--- src/rtl/pc_sequencer_pkg.sv ---
// Shared definitions for the program-counter sequencer: FSM state encoding and default PC width.
package pc_sequencer_pkg;

    localparam int PC_W_DEFAULT = 10;

    typedef enum logic [1:0] {
        IDLE = 2'd0,
        RUN  = 2'd1,
        DONE = 2'd2
    } pc_state_t;

endpackage

--- src/rtl/pc_sequencer_next_pc_calc.sv ---
// Combinational next-PC candidates: sequential and relative-branch targets plus end/out-of-range flags.
module next_pc_calc
    import pc_sequencer_pkg::*;
#(
    parameter int PC_W     = PC_W_DEFAULT,
    parameter int PROG_LEN = 1024
) (
    input  logic [PC_W-1:0] pc_i,
    input  logic [7:0]      offset_i,
    output logic [PC_W-1:0] seq_pc_o,
    output logic            seq_end_o,
    output logic [PC_W-1:0] br_pc_o,
    output logic            br_oor_o
);

    logic [PC_W-1:0] offset_ext;

    // Sign-extend (or truncate) to PC width; the sum then wraps modulo 2**PC_W for free.
    assign offset_ext = PC_W'(signed'(offset_i));

    assign seq_pc_o  = pc_i + PC_W'(1);
    assign seq_end_o = (32'(pc_i) == 32'(PROG_LEN - 1));
    assign br_pc_o   = pc_i + offset_ext;
    assign br_oor_o  = (32'(br_pc_o) >= 32'(PROG_LEN));

endmodule

--- src/rtl/pc_sequencer.sv ---
// Program-counter sequencer with IDLE/RUN/DONE control. Optional taken-branch counter is
// enabled by defining PC_BRANCH_COUNT_EN; otherwise branch_count is tied to zero.
module pc_sequencer
    import pc_sequencer_pkg::*;
#(
    parameter int PC_W     = PC_W_DEFAULT,
    parameter int PROG_LEN = 1024
) (
    input  logic            clk,
    input  logic            reset,
    input  logic            start,
    input  logic            stall,
    input  logic            halt_instr,
    input  logic            jump_flag,
    input  logic [7:0]      jump_offset,
    output logic [PC_W-1:0] pc,
    output logic            running,
    output logic            done,
    output logic [15:0]     branch_count
);

    pc_state_t       state_q, state_d;
    logic [PC_W-1:0] pc_q, pc_d;
    logic [PC_W-1:0] seq_pc;
    logic [PC_W-1:0] br_pc;
    logic            seq_end;
    logic            br_oor;

    next_pc_calc #(
        .PC_W     (PC_W),
        .PROG_LEN (PROG_LEN)
    ) u_next_pc_calc (
        .pc_i      (pc_q),
        .offset_i  (jump_offset),
        .seq_pc_o  (seq_pc),
        .seq_end_o (seq_end),
        .br_pc_o   (br_pc),
        .br_oor_o  (br_oor)
    );

    always_comb begin
        state_d = state_q;
        pc_d    = pc_q;
        case (state_q)
            IDLE, DONE: begin
                if (start) begin
                    state_d = RUN;
                    pc_d    = '0;
                end
            end
            RUN: begin
                if (!stall) begin
                    if (halt_instr) begin
                        state_d = DONE;
                    end else if (jump_flag) begin
                        // An out-of-range target ends the program with pc left at the branch.
                        if (br_oor) state_d = DONE;
                        else        pc_d    = br_pc;
                    end else if (seq_end) begin
                        state_d = DONE;
                    end else begin
                        pc_d = seq_pc;
                    end
                end
            end
            default: state_d = IDLE;
        endcase
    end

    always_ff @(posedge clk) begin
        if (reset) begin
            state_q <= IDLE;
            pc_q    <= '0;
        end else begin
            state_q <= state_d;
            pc_q    <= pc_d;
        end
    end

    assign pc      = pc_q;
    assign running = (state_q == RUN);
    assign done    = (state_q == DONE);

`ifdef PC_BRANCH_COUNT_EN
    logic [15:0] branch_count_q;
    logic        branch_taken;
    logic        count_clear;

    assign branch_taken = (state_q == RUN) && !stall && !halt_instr && jump_flag;
    assign count_clear  = (state_q != RUN) && start;

    always_ff @(posedge clk) begin
        if (reset || count_clear) begin
            branch_count_q <= '0;
        end else if (branch_taken && (branch_count_q != 16'hFFFF)) begin
            branch_count_q <= branch_count_q + 16'd1;
        end
    end

    assign branch_count = branch_count_q;
`else
    assign branch_count = '0;
`endif

endmodule

--- config.mk ---
export PLATFORM = sky130hd
export DESIGN_NAME = pc_sequencer
export DESIGN_NICKNAME = d
export VERILOG_FILES = /design/src/rtl/pc_sequencer_pkg.sv /design/src/rtl/pc_sequencer_next_pc_calc.sv /design/src/rtl/pc_sequencer.sv
export SDC_FILE = /design/constraint.sdc
export NUM_CORES = 1
export LEC_CHECK = 0
export ABC_AREA = 1
export BUFFER_PORTS_ARGS = -buffer_cell sky130_fd_sc_hd__buf_4
export CORE_MARGIN = 2
export CORE_UTILIZATION = 54
export DETAILED_ROUTE_END_ITERATION = 10
export HOLD_SLACK_MARGIN = 0.1
export PLACE_DENSITY = 0.87
export SYNTH_ARGS = -nofsm -noshare
export SYNTH_HDL_FRONTEND = slang
export SYNTH_SLANG_ARGS = --single-unit
--- constraint.sdc ---
create_clock -name clk -period 4.1 [get_ports clk]
set_clock_uncertainty 0.1 [all_clocks]
set_input_delay 0.41 -clock clk [delete_from_list [all_inputs] [get_ports clk]]
set_output_delay 0.41 -clock clk [all_outputs]
set_load 0.02 [all_outputs]
# After elaboration in Yosys (flattened, before gate mapping)
# Cells that the tools add are included.
[word_totals]
ff_bits = 12
input_bits = 14
output_inout_bits = 28
[op_classes]
addsub = 2
n_eq_ne = 9
muxes = 12
n_reduce_logical = 5
[ops]
columns = ["op", "count"]
rows = [
  ["2-to-1 mux 10 bit", 5],
  ["one-hot mux 10 bit (2 select lines)", 1],
  ["adder 10 x 1 -> 10 bit, second input constant", 1],
  ["adder 10 bit", 1],
  ["equality test 10 bit, second input constant", 1],
  ["2-to-1 mux 2 bit", 5],
  ["!= test 2 bit, second input constant", 3],
  ["!= test 3 bit, second input constant", 2],
  ["AND reduction 5 bit", 1],
  ["one-hot mux 2 bit (2 select lines)", 1],
  ["AND reduction 4 bit", 1],
  ["!= test 3 x 2 -> 1 bit, second input constant", 1],
  ["equality test 2 x 1 -> 1 bit, second input constant", 1],
  ["equality test 2 bit, second input constant", 1],
  ["logical NOT 2 bit", 1],
  ["nonzero test 2 bit", 1],
  ["OR reduction 2 bit", 1],
]

# Longest topological paths before layout
# Gate-level depths: netlist (run 1).
[logic_depth]
depth_word = 6
ltp_mapped = 13

# Modules after synthesis
# Synthesis (run 1) repeated with hierarchy kept, for this count alone.
[unflattened]
cells_unflattened = 241
hier_area_um2 = 1465.2
[by_module_without_submodules]
columns = ["mod", "n_inst", "cells_per_inst", "area_each_um2"]
rows = [
  ["pc_sequencer", 1, 131, 807.0],
  ["next_pc_calc", 1, 110, 658.1],
]

# Worst setup path after synthesis (run 1)
# Ideal clock, no wire load.
[synth_timing]
kind = "input to register"
startpoint = "input port jump_flag"
endpoint = "register pc_q[4], in the netlist pc[4]"
arrival_ns = 1.800
setup_slack_ns = 2.136
path_stages = 10
n_path_buf = 1
path_cell_list = "buf_2 > nand2_1 > ha_1 > inv_1 > fa_1 > o21ai_1 > o21ai_0 > a21oi_1 > nor2_2 > nor2_1"
[synth_via]
elab_chain_cells = 4
word_cells_on_any_way = 6
classes_between = "1 x eq/ne; 4 x mux; 1 x reduce/logical"
[synth_rtl]
columns = ["element", "line_no", "source"]
rows = [
  ["start: declaration", "pc_sequencer.sv:14", "input logic jump_flag,"],
  ["2-to-1 mux 10 bit", "pc_sequencer.sv:55", "end else if (jump_flag) begin"],
  ["2-to-1 mux 10 bit", "pc_sequencer.sv:53", "if (halt_instr) begin"],
  ["2-to-1 mux 10 bit", "pc_sequencer.sv:52", "if (!stall) begin"],
  ["one-hot mux 10 bit (2 select lines)", "pc_sequencer.sv:44", "case (state_q)"],
  ["end signal: assignment", "pc_sequencer.sv:76", "pc_q <= pc_d;"],
  ["end: declaration", "pc_sequencer.sv:23", "logic [PC_W-1:0] pc_q, pc_d;"],
]
# Parallel ways exist; a longest one is shown, timed or not. The select of a mux whose other input is x is not followed.
# A chain may end at the register's enable or synchronous reset.

# Worst setup path in the final report (run 1)
[layout_timing]
startpoint = "register pc_q[0], in the netlist pc[0]"
endpoint = "register pc_q[4], in the netlist pc[4]"
[layout_via]
elab_chain_cells = 6
word_cells_on_any_way = 10
classes_between = "2 x add/sub; 2 x eq/ne; 5 x mux; 1 x reduce/logical"
[layout_rtl]
columns = ["element", "line_no", "source"]
rows = [
  ["adder 10 x 1 -> 10 bit", "pc_sequencer_next_pc_calc.sv:21", "assign seq_pc_o = pc_i + PC_W'(1);"],
  ["2-to-1 mux 10 bit", "pc_sequencer.sv:59", "end else if (seq_end) begin"],
  ["2-to-1 mux 10 bit", "pc_sequencer.sv:55", ""],
  ["2-to-1 mux 10 bit", "pc_sequencer.sv:53", ""],
  ["2-to-1 mux 10 bit", "pc_sequencer.sv:52", ""],
  ["one-hot mux 10 bit (2 select lines)", "pc_sequencer.sv:44", ""],
]
# Parallel ways exist; a longest one is shown, timed or not. The select of a mux whose other input is x is not followed.

==> metrics.md, run 1 <==
| Metric | Value |
|---|---|
| CP Launch Type | `register` |
| WL/cell | `10.6 um` |
| Clock transition at the registers of the reported paths | `0.07 ns` |
| Top Metal Used | `met4` |
| FF-to-FF End | `pc[4]` |
| Peak supply drop | `229 uV` |
| Final setup TNS | `0 ns` |
| Worst skew pair latency | `0.28 ns` |
| Total core area | `0.00219 mm2` |
| H-tree Lvls | `1` |
| Hold Path Origin | `reset` |
| Hold worst-path end | `pc[9]` |
| Worst Setup SP | `pc[0]` |
| Metal-1 WL | `1170 um` |
| Vias | `1220` |
| Iteration count of the initial detailed-routing pass | `7` |
| Commonest cells after routing, fill and taps aside | `52 x nand2_1, 25 x buf_4, 22 x inv_1, 21 x nor2_1, 16 x conb_1` |
| Total power | `0.355 mW` |
| Required @ worst endpoint | `4.22 ns` |
| R2r setup slk | `2.14 ns` |
| Post-synth EDFFs | `0` |
| Vias in the first global route | `1084` |
| Hold WC Path Type | `input pin to register` |
| Cts hold-fix bufs | `0` |
| Commonest non-fill, non-tap cell in the layout | `nand2_1` |
| Pins Over Slew Limit | `0` |
| Die area | `0.00272 mm2` |
| Critical path cell sequence | `ha_1 -> inv_1 -> fa_1 -> o21ai_1 -> o21ai_0 -> a21oi_1 -> nor2_2 -> nor2_1` |
| Final Hold Fails | `0` |
| Unrepaired setup endpoints after global routing | `false` |
| Reg-to-Reg Start | `pc[0]` |
| Worst hold slack | `0.238 ns` |
| Ports | `42` |
| TritonCTS clock tree | `done` |
| CTS resizes | `0` |
| Slowest CP cell | `dfxtp_1` |
| Largest net degree at the start of global routing | `10` |
| Crit Path Category | `register to register` |
| Synth-to-Final Area Change | `14.1%` |
| Met3 Routed Length | `122 um` |
| WHS Path Cells | `2` |
| Num CTS Buffers | `3` |
| Post-layout minimum cycle time | `1.96 ns` |
| WL final | `2660 um` |
| Worst R2R Path Depth | `8` |
| Max cap viols | `0` |
| Yosys cell types | `30` |
| Maximum fanout along the worst path | `4` |
| Status | `finished, final reports clean` |
| CP Capture Type | `register` |
| Initial antenna violation count | `0` |
| Post-synth ARST share | `0%` |
| Proportion of layout cells with a drive suffix above 1 | `20.1%` |
| Initial Util | `57.1%` |
| Remaining antenna violation count after routing | `0` |
| Drt drc | `0` |
| Dpl hpwl | `2230 um` |
| Flops & latches, synth | `12` |
| Fin nets | `250` |
| WP data arrival | `2.08 ns` |
| Final period utilization | `47.9%` |
| Die height | `52.1 um` |
| Fillers | `220` |
| Leak Pwr | `0.789 nW` |
| Die Wd | `52.1 um` |
| Yosys Warn Count | `0` |
| Post-synth top flop | `dfxtp_1` |
| GP Congestion | `0.871` |
| Seq/Total Area, Yosys | `19.2%` |
| # setup viols final | `0` |
| # diodes | `0` |
| Row count | `17` |
| GRT overflow | `0` |
| First-pass GRT wire length | `4490 um` |
| Max Root-Sink Buffers | `2` |
| Power per cell area | `249 mW/mm2` |
| Fmax | `509 MHz` |
| CP max stage delay | `0.40 ns` |
| Met2 WL | `1320 um` |
| Port buffer count | `25` |
| Total Routing Usage GR | `22.4%` |
| TritonCTS Sinks | `12` |
| Vias/cell | `4.84` |
| Synth Instances | `198` |
| Root Driver | `clkbuf_4` |
| Mapped Avg Cell Area | `6.32 um2` |
| DR iter-0 viols | `24` |
| Mapped Area | `0.00125 mm2` |
| Post-CTS setup buffer count | `0` |
[logic make-up after synthesis]
logic type	share of synthesized area [%]
AO/OA/AOI/OAI	9.30
other	0.300
flip-flops	19.2
adder cells (fa/ha/maj)	10.6
AND/OR/NAND/NOR	39.7
XOR/XNOR	1.40
buffers and inverters	19.5
[synthesized netlist by cell type (2+ instances only)]
master    number  area (um2)
nand2_1       52         195
inv_1         22        82.6
o21ai_1        6        30.0
nand3_1       15        75.1
dfxtp_1       12         240
ha_1           9         113
nor2_2         5        31.3
nand3b_1       3        22.5
o21ai_0        2        10.0
buf_4         16         120
inv_4          2        12.5
nand2_4        4        45.0
clkinv_1       2        7.51
nor2_1        21        78.8
inv_2          2        7.51
a21oi_1       11        55.1
[area by class of cell]
class / count / area, um2 / share of cell area, %
timing repair buffer: 25 / 188 / 13.1
multi-input combinational: 155 / 823 / 57.7
inverter: 29 / 119 / 8.33
tap: 28 / 35.0 / 2.45
sequential: 12 / 240 / 16.8
clock buffer: 3 / 22.5 / 1.58
[metrics by stage]
step | cells | instance area (um2) | setup WS [ns] | util (%)
final | 252 | 1430 | 2.14 | 65.2
after floorplan | 213 | 1310 | 2.14 | -
after detailed placement | 249 | 1410 | 1.96 | 64.1
after global routing | 252 | 1430 | 1.98 | 65.2
after global placement | 249 | 1410 | 2.05 | 64.1
after CTS | 252 | 1430 | 2.16 | 65.2
[registers in the layout, indices dropped and copies added, names as in the netlist]
register,flops
pc,10
state_q,2
[metal layers]
layer  global-route usage [%]  vias up
met5                        0        -
met4                     9.83        0
met3                     5.46        6
met2                     40.3       29
met1                     24.8      537
li1                         -      648
[power breakdown]
group | total [mW] | internal (mW) | switching [mW] | leakage [nW]
Sequential | 0.136 | 0.125 | 0.0112 | 0.0983
Combinational | 0.145 | 0.0543 | 0.0909 | 0.677
Clock | 0.0735 | 0.0341 | 0.0394 | 0.0138
Total | 0.355 | 0.213 | 0.141 | 0.789
[worst max-delay path, delay by kind of cell, from the launching register on]
family	cells	cell delay (ns)
DFF	1	0.40
buffers and inverters	1	0.06
AOI/OAI and AO/OA	3	0.56
adders and majority gates	2	0.61
and+or+nand+nor	2	0.16
[worst max path at each step]
stage / end
floorplan: pc[4]
global placement: pc[8]
detailed placement: pc[4]
CTS: pc[4]
global route: pc[4]
finish: pc[4]
(Power assumes the default switching activity.)
==> run 2, diff against run 1 <==
Settings changed: CORE_UTILIZATION 54 to 50, PLACE_DENSITY 0.87 to 0.81.
Clock period 4.1 ns to 2 ns, I/O delays scaled along.
==> run 2 against run 1 <==
Combinational power rose by 110%. Final area rose by 2.9%. Total power rose by 120%. Non-clock buffer count rose by 2. Sequential cell count did not move. Clock power rose to 2.7 times the previous value. Largest power group unchanged. Global-route usage fell by 2.1 points. Count of clock-buffer cells in the layout rose by 1. First-iteration DRC count fell by 38%.
==> metrics.md, run 2 (synthesis results as in run 1) <==
| Metric | Value |
|---|---|
| Final Hold Fails | `0 (unchanged)` |
| Num CTS Buffers | `3 (unchanged)` |
| Largest net degree at the start of global routing | `10 (unchanged)` |
| Sw frac | `38.1% (-1.7 points)` |
| Net switching power | `0.298 mW (+110%)` |
| Metal-1 WL | `1230 um (+5.1%)` |
| Ports | `42 (unchanged)` |
| WP data arrival | `1.91 ns (-0.17 ns)` |
| WL final | `2680 um (+0.79%)` |
| Initial Util | `51.4% (-5.7 points)` |
| Root Driver | `clkbuf_4` |
| Remaining antenna violation count after routing | `0 (unchanged)` |
| H-tree Lvls | `1 (unchanged)` |
| GP Congestion | `0.868 (-0.34%)` |
| Die height | `54.0 um (+3.6%)` |
| Met2 WL | `1270 um (-3.8%)` |
| Maximum fanout along the worst path | `4 (unchanged)` |
| # diodes | `0 (unchanged)` |
| Required @ worst endpoint | `2.12 ns (-2.10 ns)` |
| Proportion of layout cells with a drive suffix above 1 | `22.0% (+1.9 points)` |
| First-pass GRT wire length | `4240 um (-5.7%)` |
| Fin nets | `252 (+0.80%)` |
| Combinational power share | `39.2% (-1.7 points)` |
| Row count | `18 (+1)` |
| TritonCTS Sinks | `12 (unchanged)` |
| Status | `finished, final reports clean` |
| DR iter-0 viols | `15 (-38%)` |
| Worst skew pair latency | `0.28 ns (about the same)` |
| Pins Over Slew Limit | `0 (unchanged)` |
| Hold WC Path Type | `input pin to register` |
| CP Launch Type | `register` |
| TritonCTS clock tree | `done` |
| Commonest non-fill, non-tap cell in the layout | `nand2_1` |
| Power per cell area | `532 mW/mm2 (+110%)` |
| Peak supply drop | `704 uV (+210%)` |
| Vias in the first global route | `1007 (-7.1%)` |
| Total Routing Usage GR | `20.3% (-2.1 points)` |
| Clk pwr share | `25.5% (+4.8 points)` |
| Synth-to-Final Area Change | `17.4%` |
| Die Wd | `54.0 um (+3.6%)` |
| Met3 Routed Length | `144 um (+18%)` |
| Unrepaired setup endpoints after global routing | `false` |
| Commonest cells after routing, fill and taps aside | `52 x nand2_1, 26 x buf_4, 22 x inv_1, 21 x nor2_1, 16 x conb_1` |
| GRT overflow | `0 (unchanged)` |
| Post-layout minimum cycle time | `1.79 ns (-0.172 ns)` |
| Clock transition at the registers of the reported paths | `0.08 ns (about the same)` |
| WL/cell | `10.4 um (-1.2%)` |
| Port buffer count | `25 (unchanged)` |
| Iteration count of the initial detailed-routing pass | `4 (-3)` |
| # setup viols final | `0 (unchanged)` |
| Crit Path Category | `register to register` |
| Dpl hpwl | `2190 um (-1.9%)` |
| Int Pwr | `0.484 mW (+130%)` |
| Post-CTS setup buffer count | `0 (unchanged)` |
| Worst hold slack | `0.158 ns (-0.0796 ns)` |
| CP Capture Type | `register` |
| Fmax | `558 MHz (+9.6%)` |
| Drt drc | `0 (unchanged)` |
| Total core area | `0.00243 mm2 (+11%)` |
| Final period utilization | `89.6% (+42 points)` |
| Max reg flops | `10 (unchanged)` |
| Final setup TNS | `0 ns (unchanged)` |
| Sequential power share | `35.3% (-3.1 points)` |
| Initial antenna violation count | `0 (unchanged)` |
| Max Root-Sink Buffers | `2 (unchanged)` |
| Leak Pwr | `0.806 nW (+2.2%)` |
| Top Metal Used | `met4` |
| Max cap viols | `0 (unchanged)` |
| Vias | `1251 (+2.5%)` |
| Vias/cell | `4.87 (+0.55%)` |
| Die area | `0.00292 mm2 (+7.4%)` |
[run 2: worst paths after layout]
check / startpoint / end / slack [ns] / cells past startpoint
setup / recovery: pc[0] / pc[6] / 0.21 / 8
hold / removal: start / state_q[0] / 0.16 / 4
setup reg to reg: pc[0] / pc[6] / 0.21 / 8
hold reg to reg: state_q[1] / state_q[1] / 0.42 / 2
[run 2: layer usage]
layer,GRT usage (%),vias up
li1,-,651
met1,25.2,557
met2,33.5,39
met3,5.28,4
met4,7.92,0
met5,0,-
[run 2: through the flow]
| step | utilization [%] | total power, mW | cell area, um2 | cells | setup WS, ns |
|---|---|---|---|---|---|
| 4_1_cts | 60.1 | 0.784 | 1460 | 257 | 0.0689 |
| 2_1_floorplan | - | 0.518 | 1310 | 213 | 0.141 |
| 3_3_place_gp | 58.2 | 0.580 | 1420 | 252 | 0.128 |
| 5_1_grt | 60.4 | 0.835 | 1470 | 257 | 0.0325 |
| 6_report | 60.4 | 0.782 | 1470 | 257 | 0.208 |
| 3_5_place_dp | 58.2 | 0.584 | 1420 | 252 | 0.0422 |
[run 2: power by group through the flow]
stage | combinational (mW) | sequential (mW) | clock, mW
after floorplan | 0.222 | 0.296 | 0
after global placement | 0.299 | 0.281 | 0
after detailed placement | 0.302 | 0.281 | 0
after CTS | 0.305 | 0.276 | 0.203
after global routing | 0.341 | 0.278 | 0.216
final | 0.306 | 0.276 | 0.200
[run 2: repair_timing]
item                                   in CTS  in global routing
endpoints found under the hold margin       5                  0
setup endpoints to repair                   0                  3
hold buffers                                1                  0
gates resized for setup                     0                  3
[run 2: final cells by class]
cell class | instances | area, um2
fill | 261 | 963
multi-input combinational | 155 | 830
sequential | 12 | 241
timing repair buffer | 27 | 205
inverter | 29 | 119
tap | 30 | 37.5
clock buffer | 4 | 36.3
[run 2: worst max-delay path, stage by stage (launching register included)]
cell      delay [ns]
dfxtp_2         0.36
ha_2            0.20
inv_1           0.05
fa_1            0.40
o21ai_2         0.21
nand2_1         0.10
nand3b_1        0.10
nand3_1         0.08
a21oi_1         0.13
==> run 3, diff against run 2 <==
Settings changed: CELL_PAD_IN_SITES_DETAIL_PLACEMENT from default to 0, CELL_PAD_IN_SITES_GLOBAL_PLACEMENT from default to 1, CORE_UTILIZATION 50 to 36, PLACE_DENSITY 0.81 to 0.86.
Clock period 2 ns to 2.13 ns, I/O delays scaled along.
==> run 3 against run 2 <==
Setup slack better by 0.042 ns. Final area is 0.34% higher. Sequential share of layout area is 0.14 points lower. Global-route usage is 5.2 points lower. Total power is 6.8% lower. Cell count is 5.8% higher. First-iteration DRC count grew to 3.3 times the previous value. Sequential power is 5% lower. Non-clock buffer count is 1 lower. Die area is 36% higher. Combinational power is 8.2% lower.
==> metrics.md, run 3 (synthesis results as in run 1) <==
| Metric | Value |
|---|---|
| Maximum fanout along the worst path | `4 (unchanged)` |
| Setup WS pre-CTS | `0.190 ns (+0.148 ns)` |
| # setup viols final | `0 (unchanged)` |
| Max cap viols | `0 (unchanged)` |
| Combinational power share | `38.6% (-0.6 points)` |
| GP Congestion | `0.811 (-6.5%)` |
| Total core area | `0.00334 mm2 (+37%)` |
| Required @ worst endpoint | `2.25 ns (+0.13 ns)` |
| Drt drc | `0 (unchanged)` |
| Final Hold Fails | `0 (unchanged)` |
| Pins Over Slew Limit | `0 (unchanged)` |
| H-tree Lvls | `1 (unchanged)` |
| Net switching power | `0.279 mW (-6.6%)` |
| Die Wd | `63.0 um (+17%)` |
| Final period utilization | `88.3% (-1.3 points)` |
| Status | `finished, final reports clean` |
| GRT overflow | `0 (unchanged)` |
| Sw frac | `38.2% (+0.095 points)` |
| Dpl hpwl | `2410 um (+10%)` |
| CP Capture Type | `register` |
| Fin nets | `251 (-0.40%)` |
| Leak Pwr | `0.800 nW (-0.75%)` |
| Int Pwr | `0.450 mW (-7.0%)` |
| Vias | `1209 (-3.4%)` |
| Post-CTS setup buffer count | `0 (unchanged)` |
| DR iter-0 viols | `49 (+34)` |
| TritonCTS clock tree | `done` |
| Setup WS post-layout | `0.250 ns (+0.0421 ns)` |
| Commonest non-fill, non-tap cell in the layout | `nand2_1` |
| Max Root-Sink Buffers | `2 (unchanged)` |
| CP Launch Type | `register` |
| Commonest cells after routing, fill and taps aside | `52 x nand2_1, 25 x buf_4, 22 x inv_1, 21 x nor2_1, 16 x conb_1` |
| Post-layout minimum cycle time | `1.88 ns (+0.0879 ns)` |
| Iteration count of the initial detailed-routing pass | `4 (unchanged)` |
| Critical path cell sequence | `ha_1 -> inv_1 -> fa_1 -> o21ai_1 -> o21ai_0 -> a21oi_1 -> nor2_2 -> nor2_1` |
| Initial antenna violation count | `0 (unchanged)` |
| WP data arrival | `2.00 ns (+0.09 ns)` |
| Fmax | `532 MHz (-4.7%)` |
| R2r setup slk | `0.25 ns (+0.04 ns)` |
| Die area | `0.00396 mm2 (+36%)` |
| Root Driver | `clkbuf_4` |
| Synth-to-Final Area Change | `17.8%` |
| Hold WC Path Type | `input pin to register` |
| Final setup TNS | `0 ns (unchanged)` |
| CP max stage delay | `0.40 ns (about the same)` |
| Max reg flops | `10 (unchanged)` |
| Crit Path Category | `register to register` |
| Slowest CP cell | `fa_1` |
| Remaining antenna violation count after routing | `0 (unchanged)` |
| Row count | `21 (+3)` |
| TritonCTS Sinks | `12 (unchanged)` |
| Sequential power share | `36.0% (+0.7 points)` |
| Ports | `42 (unchanged)` |
| First-pass GRT wire length | `4860 um (+15%)` |
| WL/cell | `10.7 um (+2.2%)` |
| Peak supply drop | `376 uV (-47%)` |
| Initial Util | `37.5% (-14 points)` |
| # diodes | `0 (unchanged)` |
| Worst skew pair latency | `0.28 ns (about the same)` |
| Die height | `63.0 um (+17%)` |
| Clock transition at the registers of the reported paths | `0.08 ns (about the same)` |
| Unrepaired setup endpoints after global routing | `false` |
| Num CTS Buffers | `3 (unchanged)` |
| Proportion of layout cells with a drive suffix above 1 | `20.4% (-1.7 points)` |
| WL final | `2900 um (+8.2%)` |
| Largest net degree at the start of global routing | `10 (unchanged)` |
| Port buffer count | `25 (unchanged)` |
| Vias in the first global route | `1061 (+5.4%)` |
| Vias/cell | `4.44 (-8.7%)` |
| Fillers | `378 (+45%)` |
| Clk pwr share | `25.5% (about the same)` |
| Total Routing Usage GR | `15.2% (-5.2 points)` |
| Power per cell area | `494 mW/mm2 (-7.1%)` |
## run 3: cell type report
cell class / instances / area (um2) / area share, %
Inverter: 29 / 119 / 8.06
Clock buffer: 4 / 36.3 / 2.46
Multi-Input combinational cell: 155 / 823 / 55.9
Sequential cell: 12 / 240 / 16.3
Timing Repair Buffer: 26 / 198 / 13.4
Tap cell: 46 / 57.6 / 3.90
## run 3: worst paths after layout
kind,from,endpoint,cells after the start
setup / recovery,pc[0],pc[4],8
hold / removal,start,state_q[0],4
setup reg to reg,pc[0],pc[4],8
hold reg to reg,pc[8],pc[8],2
## run 3: metrics by stage
| stage | instances | util (%) | hold WS, ns | area [um2] | power [mW] |
|---|---|---|---|---|---|
| floorplan | 213 | - | 0.182 | 1310 | 0.486 |
| global placement | 267 | 42.8 | 0.335 | 1430 | 0.547 |
| detailed placement | 267 | 42.8 | 0.336 | 1430 | 0.547 |
| CTS | 272 | 44.2 | 0.188 | 1470 | 0.737 |
| global route | 272 | 44.2 | 0.193 | 1470 | 0.782 |
| finish | 272 | 44.2 | 0.191 | 1470 | 0.729 |
## run 3: power groups by stage
| stage | Sequential, mW | Clock [mW] | Combinational [mW] |
|---|---|---|---|
| 2_1_floorplan | 0.278 | 0 | 0.208 |
| 3_3_place_gp | 0.267 | 0 | 0.280 |
| 3_5_place_dp | 0.267 | 0 | 0.280 |
| 4_1_cts | 0.262 | 0.190 | 0.284 |
| 5_1_grt | 0.265 | 0.203 | 0.314 |
| 6_report | 0.262 | 0.185 | 0.281 |
## run 3: critical path: cells and delay by family (launching register included)
family	cells	cell delay [ns]
compound gates	3	0.53
buf+inv	1	0.06
fa+ha+maj	2	0.60
flops	1	0.39
simple gates	2	0.16
## run 3: what timing repair did
action,CTS,global route
hold buffers,1,0
hold endpoints to repair,5,0
gates resized for setup,0,0
## run 3: per-layer routing
metal | GRT usage [%] | up-vias | share of wire, %
met1 | 20.0 | 519 | 48
met4 | 2.50 | 0 | 0.45
met5 | 0 | - | 0
li1 | - | 647 | -
met3 | 4.14 | 2 | 6.3
met2 | 24.9 | 41 | 46
